--- src/rtl/wb_cmd_master.sv ---
// wb_cmd_master: Wishbone classic single-transfer initiator.
// Accepts one command on a valid/ready port, runs one WB cycle and returns
// read data / error status on a valid/ready response port.
// Optional build macro WBM_TIMEOUT_EN: abort a WB cycle that sees no ack/err
// within TIMEOUT strobe cycles and report it as an error with all-ones data.

module wb_cmd_master #(
  parameter int unsigned AW      = 32,
  parameter int unsigned DW      = 32,
  parameter int unsigned TIMEOUT = 255,
  localparam int unsigned SW     = DW / 8
) (
  input  logic          wb_clk_i,
  input  logic          wb_rst_n,
  // command port
  input  logic          cmd_valid,
  output logic          cmd_ready,
  input  logic          cmd_we,
  input  logic [SW-1:0] cmd_sel,
  input  logic [AW-1:0] cmd_adr,
  input  logic [DW-1:0] cmd_dat,
  // response port
  output logic          rsp_valid,
  input  logic          rsp_ready,
  output logic [DW-1:0] rsp_dat,
  output logic          rsp_err,
  // Wishbone master
  output logic          wbm_cyc_o,
  output logic          wbm_stb_o,
  output logic          wbm_we_o,
  output logic [SW-1:0] wbm_sel_o,
  output logic [AW-1:0] wbm_adr_o,
  output logic [DW-1:0] wbm_dat_o,
  input  logic          wbm_ack_i,
  input  logic          wbm_err_i,
  input  logic [DW-1:0] wbm_dat_i
);

  typedef enum logic [1:0] {
    IDLE = 2'd0,
    BUS  = 2'd1,
    RESP = 2'd2
  } state_t;

  state_t state;

`ifdef WBM_TIMEOUT_EN
  localparam int unsigned CW = 16;
  localparam logic [CW-1:0] TO_LAST = CW'(TIMEOUT - 1);

  logic [CW-1:0] to_cnt;
`else
  // TIMEOUT only matters when the watchdog is built in
  logic [15:0] timeout_unused;
  assign timeout_unused = 16'(TIMEOUT);
`endif

  // A new command is taken only while no transfer is in flight
  assign cmd_ready = (state == IDLE);

  // Transfer sequencer: latch command, run the WB cycle, hold the response
  always_ff @(posedge wb_clk_i or negedge wb_rst_n) begin
    if (!wb_rst_n) begin
      state     <= IDLE;
      wbm_cyc_o <= 1'b0;
      wbm_stb_o <= 1'b0;
      wbm_we_o  <= 1'b0;
      wbm_sel_o <= '0;
      wbm_adr_o <= '0;
      wbm_dat_o <= '0;
      rsp_valid <= 1'b0;
      rsp_dat   <= '0;
      rsp_err   <= 1'b0;
`ifdef WBM_TIMEOUT_EN
      to_cnt    <= '0;
`endif
    end else begin
      case (state)
        IDLE: begin
          if (cmd_valid) begin
            wbm_we_o  <= cmd_we;
            wbm_sel_o <= cmd_sel;
            wbm_adr_o <= cmd_adr;
            wbm_dat_o <= cmd_dat;
            wbm_cyc_o <= 1'b1;
            wbm_stb_o <= 1'b1;
`ifdef WBM_TIMEOUT_EN
            to_cnt    <= '0;
`endif
            state     <= BUS;
          end
        end

        BUS: begin
          if (wbm_ack_i || wbm_err_i) begin
            // ack wins when the slave raises both
            wbm_cyc_o <= 1'b0;
            wbm_stb_o <= 1'b0;
            rsp_dat   <= (wbm_ack_i && !wbm_we_o) ? wbm_dat_i : '0;
            rsp_err   <= wbm_err_i & ~wbm_ack_i;
            rsp_valid <= 1'b1;
            state     <= RESP;
          end
`ifdef WBM_TIMEOUT_EN
          else if (to_cnt == TO_LAST) begin
            wbm_cyc_o <= 1'b0;
            wbm_stb_o <= 1'b0;
            rsp_dat   <= '1;
            rsp_err   <= 1'b1;
            rsp_valid <= 1'b1;
            state     <= RESP;
          end else begin
            to_cnt    <= to_cnt + CW'(1);
          end
`endif
        end

        RESP: begin
          if (rsp_ready) begin
            rsp_valid <= 1'b0;
            state     <= IDLE;
          end
        end

        default: begin
          wbm_cyc_o <= 1'b0;
          wbm_stb_o <= 1'b0;
          rsp_valid <= 1'b0;
          state     <= IDLE;
        end
      endcase
    end
  end

endmodule

--- config.mk ---
export PLATFORM = sky130hd
export DESIGN_NAME = wb_cmd_master
export DESIGN_NICKNAME = d
export VERILOG_FILES = /design/src/rtl/wb_cmd_master.sv
export SDC_FILE = /design/constraint.sdc
export NUM_CORES = 1
export LEC_CHECK = 0
export BUFFER_PORTS_ARGS = -buffer_cell sky130_fd_sc_hd__buf_4
export CORE_ASPECT_RATIO = 1.5
export CORE_MARGIN = 3
export CORE_UTILIZATION = 29
export CTS_CLUSTER_DIAMETER = 30
export DETAILED_ROUTE_END_ITERATION = 16
export GPL_TIMING_DRIVEN = 0
export SLEW_MARGIN = 15
export SYNTH_ARGS = -nofsm -noshare
export SYNTH_HDL_FRONTEND = slang
export SYNTH_SLANG_ARGS = --single-unit
--- constraint.sdc ---
create_clock -name wb_clk_i -period 3.6 [get_ports wb_clk_i]
set_input_delay 0.54 -clock wb_clk_i [delete_from_list [all_inputs] [get_ports wb_clk_i]]
set_output_delay 0.54 -clock wb_clk_i [all_outputs]
set_load 0.05 [all_outputs]
# == Yosys cells after proc, flatten, opt, wreduce, memory -nomap -nowiden ==
# Index checks and enable logic that the tools add are counted.
# word_totals
register_bits,106
in_bits,107
out_inout_bits,106
elab_cells,38
# classes
n_eq_ne,5
n_mux,11
bitwise_logic,4
n_reduce_logical,9
# ops
operator,count
two-way mux 32 bit,1
AND reduction 3 bit,3
two-way mux 2 bit,3
"inequality test 2 bit, second input constant",3
one-hot mux 1 bit (3 select lines),2
one-hot mux 2 bit (3 select lines),1
two-way mux 1 bit,4
AND reduction 2 bit,2
inverter 1 bit,3
"equality test 2 x 1 -> 1 bit, second input constant",1
"equality test 2 bit, second input constant",1
logical NOT 2 bit,1
AND 1 bit,1
logical AND 1 bit,1
logical NOT 1 bit,1
logical OR 1 bit,1

# == Depth between registers and ports, before layout ==
# Gate-level depths: netlist of the first run.
# logic_depth
word_depth,3
mapped_depth,6
ltp_nobuf,3

# == Worst setup path before layout of the first run ==
# Ideal clock, no wire load.
# synth_path
kind,flip-flop to flip-flop
start,reg state[0]
end,reg wbm_adr_o[24]
arrival_time_ns,1.803
t_required_ns,3.475
setup_slack_ns,1.672
stages_incl_launch_ff,7
path_buffers,3
synth_period_minus_slack_ns,1.928
cell_sequence,dfrtp_1 > nor2_2 > and2_4 > buf_6 > buf_6 > buf_6 > mux2_4
# synth_via
elab_chain_cells,2
# synth_lines
element,line,text
from (decl),45,state_t state;
from (signal assigned),64,state <= IDLE;
from (signal assigned),90,state <= BUS;
from (signal assigned),102,state <= RESP;
logical NOT 2 bit,n/a,
named net cmd_ready,17,"output logic cmd_ready,"
AND reduction 2 bit (no line),n/a,
to (signal assigned),83,wbm_adr_o <= cmd_adr;
to (decl),32,"output logic [AW-1:0] wbm_adr_o,"
# The timed path passes the listed nets, and every way through them passes these cells.
# A chain may end at the register's enable or synchronous reset.

# == Final worst setup path of the first run ==
# layout_path
start,reg state[0]
end,out cmd_ready
# layout_via
elab_chain_cells,1
# layout_lines
element,line,text
logical NOT 2 bit,59,assign cmd_ready = (state == IDLE);
to (decl),17,
# No other way between the ends.

==> impl_metrics.tcl, run 1 <==
set metrics [dict create \
    clock_path_buffers 2 \
    layout_setup_ws_ps 1910 \
    min_period_ps 1690 \
    finalMaxSlewViolations 0 \
    r2r_start "state[0]" \
    drc 0 \
    grt_max_degree 107 \
    syn_inst 313 \
    post_cts_buffers 0 \
    setup_viol_count_final 0 \
    status "complete, no violations" \
    die_h_um 152 \
    cp-end-kind "output pin" \
    fp.dieW_um 103 \
    clk_latency_ps 330 \
    clock_skew_ps 7.10 \
    final.period_utilization 0.469 \
    port_buffers 212 \
    max_freq_mhz 592 \
    final_util 0.455 \
    fin_tns_setup_ps 0 \
    worstHoldPathType "in2async" \
    ff2ff_setup_slack_ps 1970 \
    core-area_mm2 0.0137 \
    grt-ovfl-total 0 \
    dp_slack_ps 1590 \
    drtAntennaViolNets 0 \
    crit_path_start_kind "flip-flop" \
    holdBufCountCts 0 \
    yosysSeqAreaShare 0.642 \
    num_rows 52 \
    num_antenna_cells 0 \
    clkTransAtPathRegs_ps 70 \
    ys_seq_elements 106 \
    cp_num_buf_inv 1 \
    n_fill_cell 1283 \
    cts_tree "built" \
    cp.required_ps 3060 \
    rsz0062_at_grt "false" \
    netlist_area_mm2 0.00413 \
    crit_fanout 6 \
    yosysWarnings 0 \
    firstDrtPassIters 4 \
    drv_cap 0 \
    wl_per_cell_um 15.3 \
    grt_first_pass_wirelength_um 17400 \
    register_area_mm2 0.00265 \
    syn_nets 420 \
    antenna_found_initial 0 \
    path_class "reg2out" \
    track_usage 0.140 \
    hold_violations 0 \
    clkSinkCount 106 \
    cp_slowest_stage_delay_ps 440 \
    vias 3241 \
    ctsHtreeMaxLevel 3 \
    r2r_end "wbm_sel_o[0]" \
    cts_resized 0 \
    initial_core_util 0.301 \
    multi_input_area_mm2 0.00136 \
    drive_gt1_frac 0.565 \
    avgViaCountPerCell 4.45 \
    avgSynthCellArea_um2 13.2 \
    fin_nets 643 \
    reg2reg_depth 6 \
    path_cells "nor2_2, buf_4" \
    wirelength_um 11100 \
    cp_top_family "flip-flops" \
    ys_types 18 \
    fin_hold_ws_ps 307 \
    io_pins 213 \
    cp.arrival_ps 1150 \
    cts_buffers 9 \
    worstMarginPinSlew_ps 986 \
    slew_headroom 0.342 \
    hpwlAfterDp_um 8670 \
    root_buffer "clkbuf_16" \
    area_growth_pct 51.3 \
    slowest_stage "dfrtp_1" \
    grt_pass1_vias 3400 \
    die-area_mm2 0.0157 \
    first_iter_violations 86 \
    gp_congestion 0.732 \
]
final cells by class:
class | count | share of cell area
Tap cell | 189 | 0.0379
Clock buffer | 11 | 0.0373
Multi-Input combinational cell | 184 | 0.217
Timing Repair Buffer | 212 | 0.255
Buffer | 22 | 0.0184
Sequential cell | 106 | 0.425
Inverter | 1 | 0.000601
Clock inverter | 4 | 0.00861
through the flow:
step           cells  cell area, µm²
2_1_floorplan    313            4130
3_5_place_dp     714            5960
5_1_grt          729            6250
3_3_place_gp     714            5960
4_1_cts          729            6250
6_report         729            6250
routing by layer:
layer | vias to the layer above | track usage | share of wire
met5 | - | 0 | 0
met4 | 0 | 0.0426 | 0.018
met3 | 13 | 0.0376 | 0.081
met2 | 137 | 0.244 | 0.52
met1 | 1568 | 0.165 | 0.38
li1 | 1523 | - | -
layout by cell type, fill, tap and decap left out, drive strengths merged:
cell / netlist / layout
nand2: 35 / 35
o21ai: 67 / 67
clkbuf: 13 / 24
a21oi: 3 / 3
buf: 9 / 221
and2: 1 / 1
bufinv: 0 / 1
dfrtp: 106 / 106
nor2: 4 / 4
inv: 1 / 1
clkinv: 0 / 1
mux2: 69 / 69
clkinvlp: 0 / 2
nor2b: 2 / 2
or2b: 1 / 1
nand3: 1 / 1
mux2i: 1 / 1
state kept, by name (all words and copies together) (netlist names):
signal and cells:
rsp_dat 32, rsp_err 1, rsp_valid 1, state 2
wbm_adr_o 32, wbm_dat_o 32, wbm_sel_o 4, wbm_stb_o 1
wbm_we_o 1
Yosys cell counts:
master    instances  area share
dfrtp_1         106        0.64
buf_6             3      0.0082
nand2_1          35       0.032
inv_1             1     0.00091
mux2_2           59        0.16
mux2_4           10       0.036
o21ai_0          67       0.081
clkbuf_1         13       0.012
buf_4             1      0.0018
nor2b_1           2      0.0030
or2b_1            1      0.0018
nor2_2            1      0.0015
a21oi_1           3      0.0036
and2_4            1      0.0021
buf_2             5      0.0061
nand3_1           1      0.0012
nor2_1            3      0.0027
mux2i_1           1      0.0024
logic make-up (layout without fill, tap and decap cells):
| family | Yosys count | in the layout | synth area share |
|---|---|---|---|
| and+or+nand+nor | 44 | 44 | 0.0442 |
| DFF | 106 | 106 | 0.642 |
| buffers and inverters | 23 | 250 | 0.0288 |
| AOI/OAI and AO/OA | 70 | 70 | 0.0848 |
| muxes | 70 | 70 | 0.200 |
worst register-to-register path, stage by stage (launching register included):
cell and delay [ps]:
dfrtp_1 440, nor2_2 160, and2_4 150, buf_6 120, buf_6 150, buf_6 190
mux2_4 310
how the worst max path moves through the flow:
stage                         start             to  cells past startpoint  slack (ps)
final                      state[0]      cmd_ready                      2        1910
after global routing       state[0]    rsp_dat[15]                      4        1760
after CTS                  state[0]      cmd_ready                      2        1890
after detailed placement  wbm_ack_i     rsp_dat[3]                      4        1590
after global placement    wbm_ack_i    rsp_dat[28]                      4        1610
after floorplan            state[0]  wbm_adr_o[24]                      6        1670
Power of run 1 is left out: the tool's default activity adds up to more than one toggle a clock period on the data nets, which glitch-free logic cannot reach.
==> run 2: changes to the inputs <==
clock period = 1.7 ns   (was 3.6 ns; I/O delays follow)
==> run 2 against run 1 <==
Sequential share of layout area is 0.068 points lower. Design area is 0.16% higher. Global-route usage is 0.18 points lower. Utilization is 0.073 points higher. Worst setup slack worse by 1800 ps. Critical path type is now reg2reg.
==> impl_metrics.tcl, run 2 (same netlist as run 1, synthesis figures left out) <==
set metrics [dict create \
    status "complete, no violations" \
    largestRegisters "rsp_dat (32), wbm_adr_o (32), wbm_dat_o (32)" \
    fp.dieW_um 103 \
    post_cts_buffers 0 \
    r2r_end "wbm_adr_o[30]" \
    clock_path_buffers 2 \
    mostFrequentLayoutCell "buf_4" \
    firstDrtPassIters 4 \
    wl_per_cell_um 15.0 \
    initial_core_util 0.301 \
    crit_fanout 10 \
    cts_resized 0 \
    vias 3208 \
    root_buffer "clkbuf_16" \
    worstHoldPathType "in2async" \
    final_util 0.456 \
    finalMaxSlewViolations 0 \
    worstMarginPinSlew_ps 962 \
    drive_gt1_frac 0.567 \
    slew_headroom 0.359 \
    critPathCapture "wbm_adr_o[30]" \
    final.period_utilization 0.943 \
    holdBufCountCts 0 \
    cp.arrival_ps 1820 \
    cp_slowest_stage_delay_ps 460 \
    clkSinkCount 106 \
    clk_latency_ps 340 \
    crit_top_cell "buf_6" \
    cp.required_ps 1920 \
    gp_congestion 0.759 \
    layout_setup_ws_ps 97.0 \
    track_usage 0.139 \
    drtAntennaViolNets 0 \
    port_buffers 212 \
    die-area_mm2 0.0157 \
    cp-end-kind "flip-flop" \
    place_inst 714 \
    num_antenna_cells 0 \
    cts_buffers 9 \
    setup.worst_path.start "state[1]" \
    grt_max_degree 107 \
    ctsHtreeMaxLevel 3 \
    num_rows 52 \
    slowest_stage "dfrtp_1" \
    fin_hold_ws_ps 49.7 \
    die_h_um 152 \
    path_cells "nor2_4, and2_4, buf_6, buf_6, buf_8, mux2_4" \
    layout.cells.non_filler 729 \
    drc 0 \
    clock_skew_ps 8.22 \
    min_period_ps 1600 \
    antenna_found_initial 0 \
    dp_slack_ps 35.2 \
    grt-ovfl-total 0 \
    drv_cap 0 \
    core-area_mm2 0.0137 \
    clkTransAtPathRegs_ps 70 \
    final_cell_mix "212 x buf_4, 106 x dfrtp_1, 66 x o21ai_0, 59 x mux2_2, 35 x nand2_1" \
    max_freq_mhz 624 \
    setup_viol_count_final 0 \
    reg2reg_depth 6 \
    path_class "reg2reg" \
    hpwlAfterDp_um 8390 \
    rsz0062_at_grt "true" \
    grt_first_pass_wirelength_um 17300 \
    grt_pass1_vias 3455 \
    wirelength_um 11000 \
    cts_tree "built" \
    crit_path_start_kind "flip-flop" \
    area_growth_pct 51.5 \
    hold_violations 0 \
    io_pins 213 \
    avgViaCountPerCell 4.40 \
    ff2ff_setup_slack_ps 100 \
    first_iter_violations 60 \
    fin_nets 643 \
    r2r_start "state[1]" \
]
## run 2: cell types whose count changed in the layout (fill, tap and decap cells not counted)
cell      previous run  this run
nor2_2               1         0
nor2_4               0         1
buf_8                0         1
clkbuf_2             0         1
clkbuf_1            15        14
o21ai_0             67        66
o21ai_1              0         1
buf_6                4         3
## run 2: worst min path at each step
stage	from	end	slack [ps]	depth (start not counted)
global placement	wbm_ack_i	rsp_err	450	2
detailed placement	wb_rst_n	wbm_adr_o[24]	460	1
floorplan	wb_rst_n	rsp_dat[0]	-40	0
global route	wbm_ack_i	rsp_err	90	2
finish	wb_rst_n	wbm_adr_o[25]	50	1
CTS	wb_rst_n	wbm_adr_o[24]	90	1
## run 2: through the flow
stage / TNS (ps) / instance area, µm²
after floorplan: -326 / 4140
after global placement: 0 / 5970
after detailed placement: 0 / 5970
after CTS: 0 / 6260
after global routing: -232 / 6260
final: 0 / 6260
## run 2: critical path: cells and delay by family, from the launching register on
kind | cells | cell delay, ps
flip-flops | 1 | 460
multiplexers | 1 | 310
AND/OR/NAND/NOR | 2 | 280
buffers and inverters | 3 | 430
## run 2: layer usage
metal	up-vias	track usage	wire length [µm]
met5	-	0	0
met3	12	0.0463	962
li1	1518	-	-
met4	0	0.0395	172
met2	136	0.244	5700
met1	1542	0.155	4130
## run 2: area by class of cell
type	instances	area, µm²
multi-input cells	184	1360
well taps	189	236
plain buffers	22	120
flip-flops and latches	106	2650
fillers	1307	7470
repair buffers	212	1600
inverters	1	3.75
clock buffers	11	233
clock inverters	4	53.8
Power of run 2 is left out for the same reason.
==> run 3: changes to the inputs <==
==> constraint.sdc (replaced) <==
create_clock -name wb_clk_i -period 1.7 [get_ports wb_clk_i]
set_input_delay 0.51 -clock wb_clk_i [delete_from_list [all_inputs] [get_ports wb_clk_i]]
set_output_delay 0.51 -clock wb_clk_i [all_outputs]
set_load 0.05 [all_outputs]
==> run 3 against run 2 <==
Clock-buffer cell count unchanged. Via count unchanged. Register-to-register slack improved by 20 ps. First-iteration DRC count unchanged. Critical endpoint is now cmd_ready.
==> impl_metrics.tcl, run 3 (same netlist as run 1, synthesis figures left out) <==
set metrics [dict create \
    core-area_mm2 0.0137 \
    ctsHtreeMaxLevel 3 \
    fin_tns_setup_ps 0 \
    drive_gt1_frac 0.570 \
    cts_tree "built" \
    cts_buffers 9 \
    root_buffer "clkbuf_16" \
    holdBufCountCts 0 \
    first_iter_violations 60 \
    area_growth_pct 51.6 \
    crit_path_start_kind "flip-flop" \
    final_cell_mix "212 x buf_4, 104 x dfrtp_1, 66 x o21ai_0, 59 x mux2_2, 35 x nand2_1" \
    grt_pass1_vias 3455 \
    path_class "reg2out" \
    drc 0 \
    place_inst 714 \
    mostFrequentLayoutCell "buf_4" \
    slew_headroom 0.359 \
    antenna_found_initial 0 \
    io_pins 213 \
    finalMaxSlewViolations 0 \
    clock_skew_ps 8.22 \
    clkSinkCount 106 \
    fp.dieW_um 103 \
    wirelength_um 11000 \
    drtAntennaViolNets 0 \
    fin_nets 643 \
    post_cts_buffers 0 \
    initial_core_util 0.301 \
    die-area_mm2 0.0157 \
    grt_max_degree 107 \
    clkTransAtPathRegs_ps 70 \
    hold_violations 0 \
    min_period_ps 1620 \
    num_antenna_cells 0 \
    rsz0062_at_grt "false" \
    grt-ovfl-total 0 \
    largestRegisters "rsp_dat (32), wbm_adr_o (32), wbm_dat_o (32)" \
    drv_cap 0 \
    worstMarginPinSlew_ps 962 \
    cp.arrival_ps 1110 \
    firstDrtPassIters 4 \
    setup_viol_count_final 0 \
    num_rows 52 \
    wl_per_cell_um 15.0 \
    cp.required_ps 1190 \
    hpwlAfterDp_um 8390 \
    status "complete, no violations" \
    fin_hold_ws_ps 305 \
    track_usage 0.139 \
    avgViaCountPerCell 4.40 \
    crit_fanout 6 \
    port_buffers 212 \
    worstHoldPathType "in2async" \
    layout.cells.non_filler 729 \
    die_h_um 152 \
    max_freq_mhz 617 \
    gp_congestion 0.759 \
    cp-end-kind "output pin" \
    grt_first_pass_wirelength_um 17300 \
    clock_path_buffers 2 \
    final.period_utilization 0.953 \
    vias 3208 \
    clk_latency_ps 340 \
]
==> run 3: worst max-delay path, cell delays in order (launching register included) <==
cell,delay [ps]
dfrtp_2,450
nor2_4,120
buf_4,200
==> run 3: repair_timing <==
item                                    in CTS  in global routing
endpoints found under the hold margin        0                  0
endpoints found under the setup margin       0                 29
gates resized for setup                      0                  5
==> run 3: cell type report <==
cell class | instances | area (µm²)
Timing Repair Buffer | 212 | 1600
Inverter | 1 | 3.75
Tap cell | 189 | 236
Clock inverter | 4 | 53.8
Sequential cell | 106 | 2660
Fill cell | 1306 | 7470
Buffer | 22 | 120
Clock buffer | 11 | 233
Multi-Input combinational cell | 184 | 1360
==> run 3: stage by stage <==
step / worst slack, ps / utilization / cell area (µm²)
4_1_cts: 24.3 / 0.456 / 6260
3_3_place_gp: -161 / 0.435 / 5970
2_1_floorplan: -32.6 / - / 4140
6_report: 79.2 / 0.456 / 6260
3_5_place_dp: -220 / 0.435 / 5970
5_1_grt: 10.7 / 0.456 / 6260
==> run 3: final timing paths <==
kind	start	endpoint	slack, ps	cells after the start
setup / recovery	state[1]	cmd_ready	80	2
hold / removal	wb_rst_n	wbm_adr_o[25]	300	1
setup reg to reg	state[1]	wbm_adr_o[30]	120	6
hold reg to reg	wbm_dat_o[12]	wbm_dat_o[12]	510	1
max in group asynchronous	wb_rst_n	state[0]	700	1
min in group wb_clk_i	wbm_ack_i	rsp_err	360	2
==> run 3: routing by layer <==
metal / vias up / GRT usage / share of wire
met3: 12 / 0.0463 / 0.088
met5: - / 0 / 0
met2: 136 / 0.244 / 0.52
met1: 1542 / 0.155 / 0.38
li1: 1518 / - / -
met4: 0 / 0.0395 / 0.016
Power of run 3 is left out for the same reason.
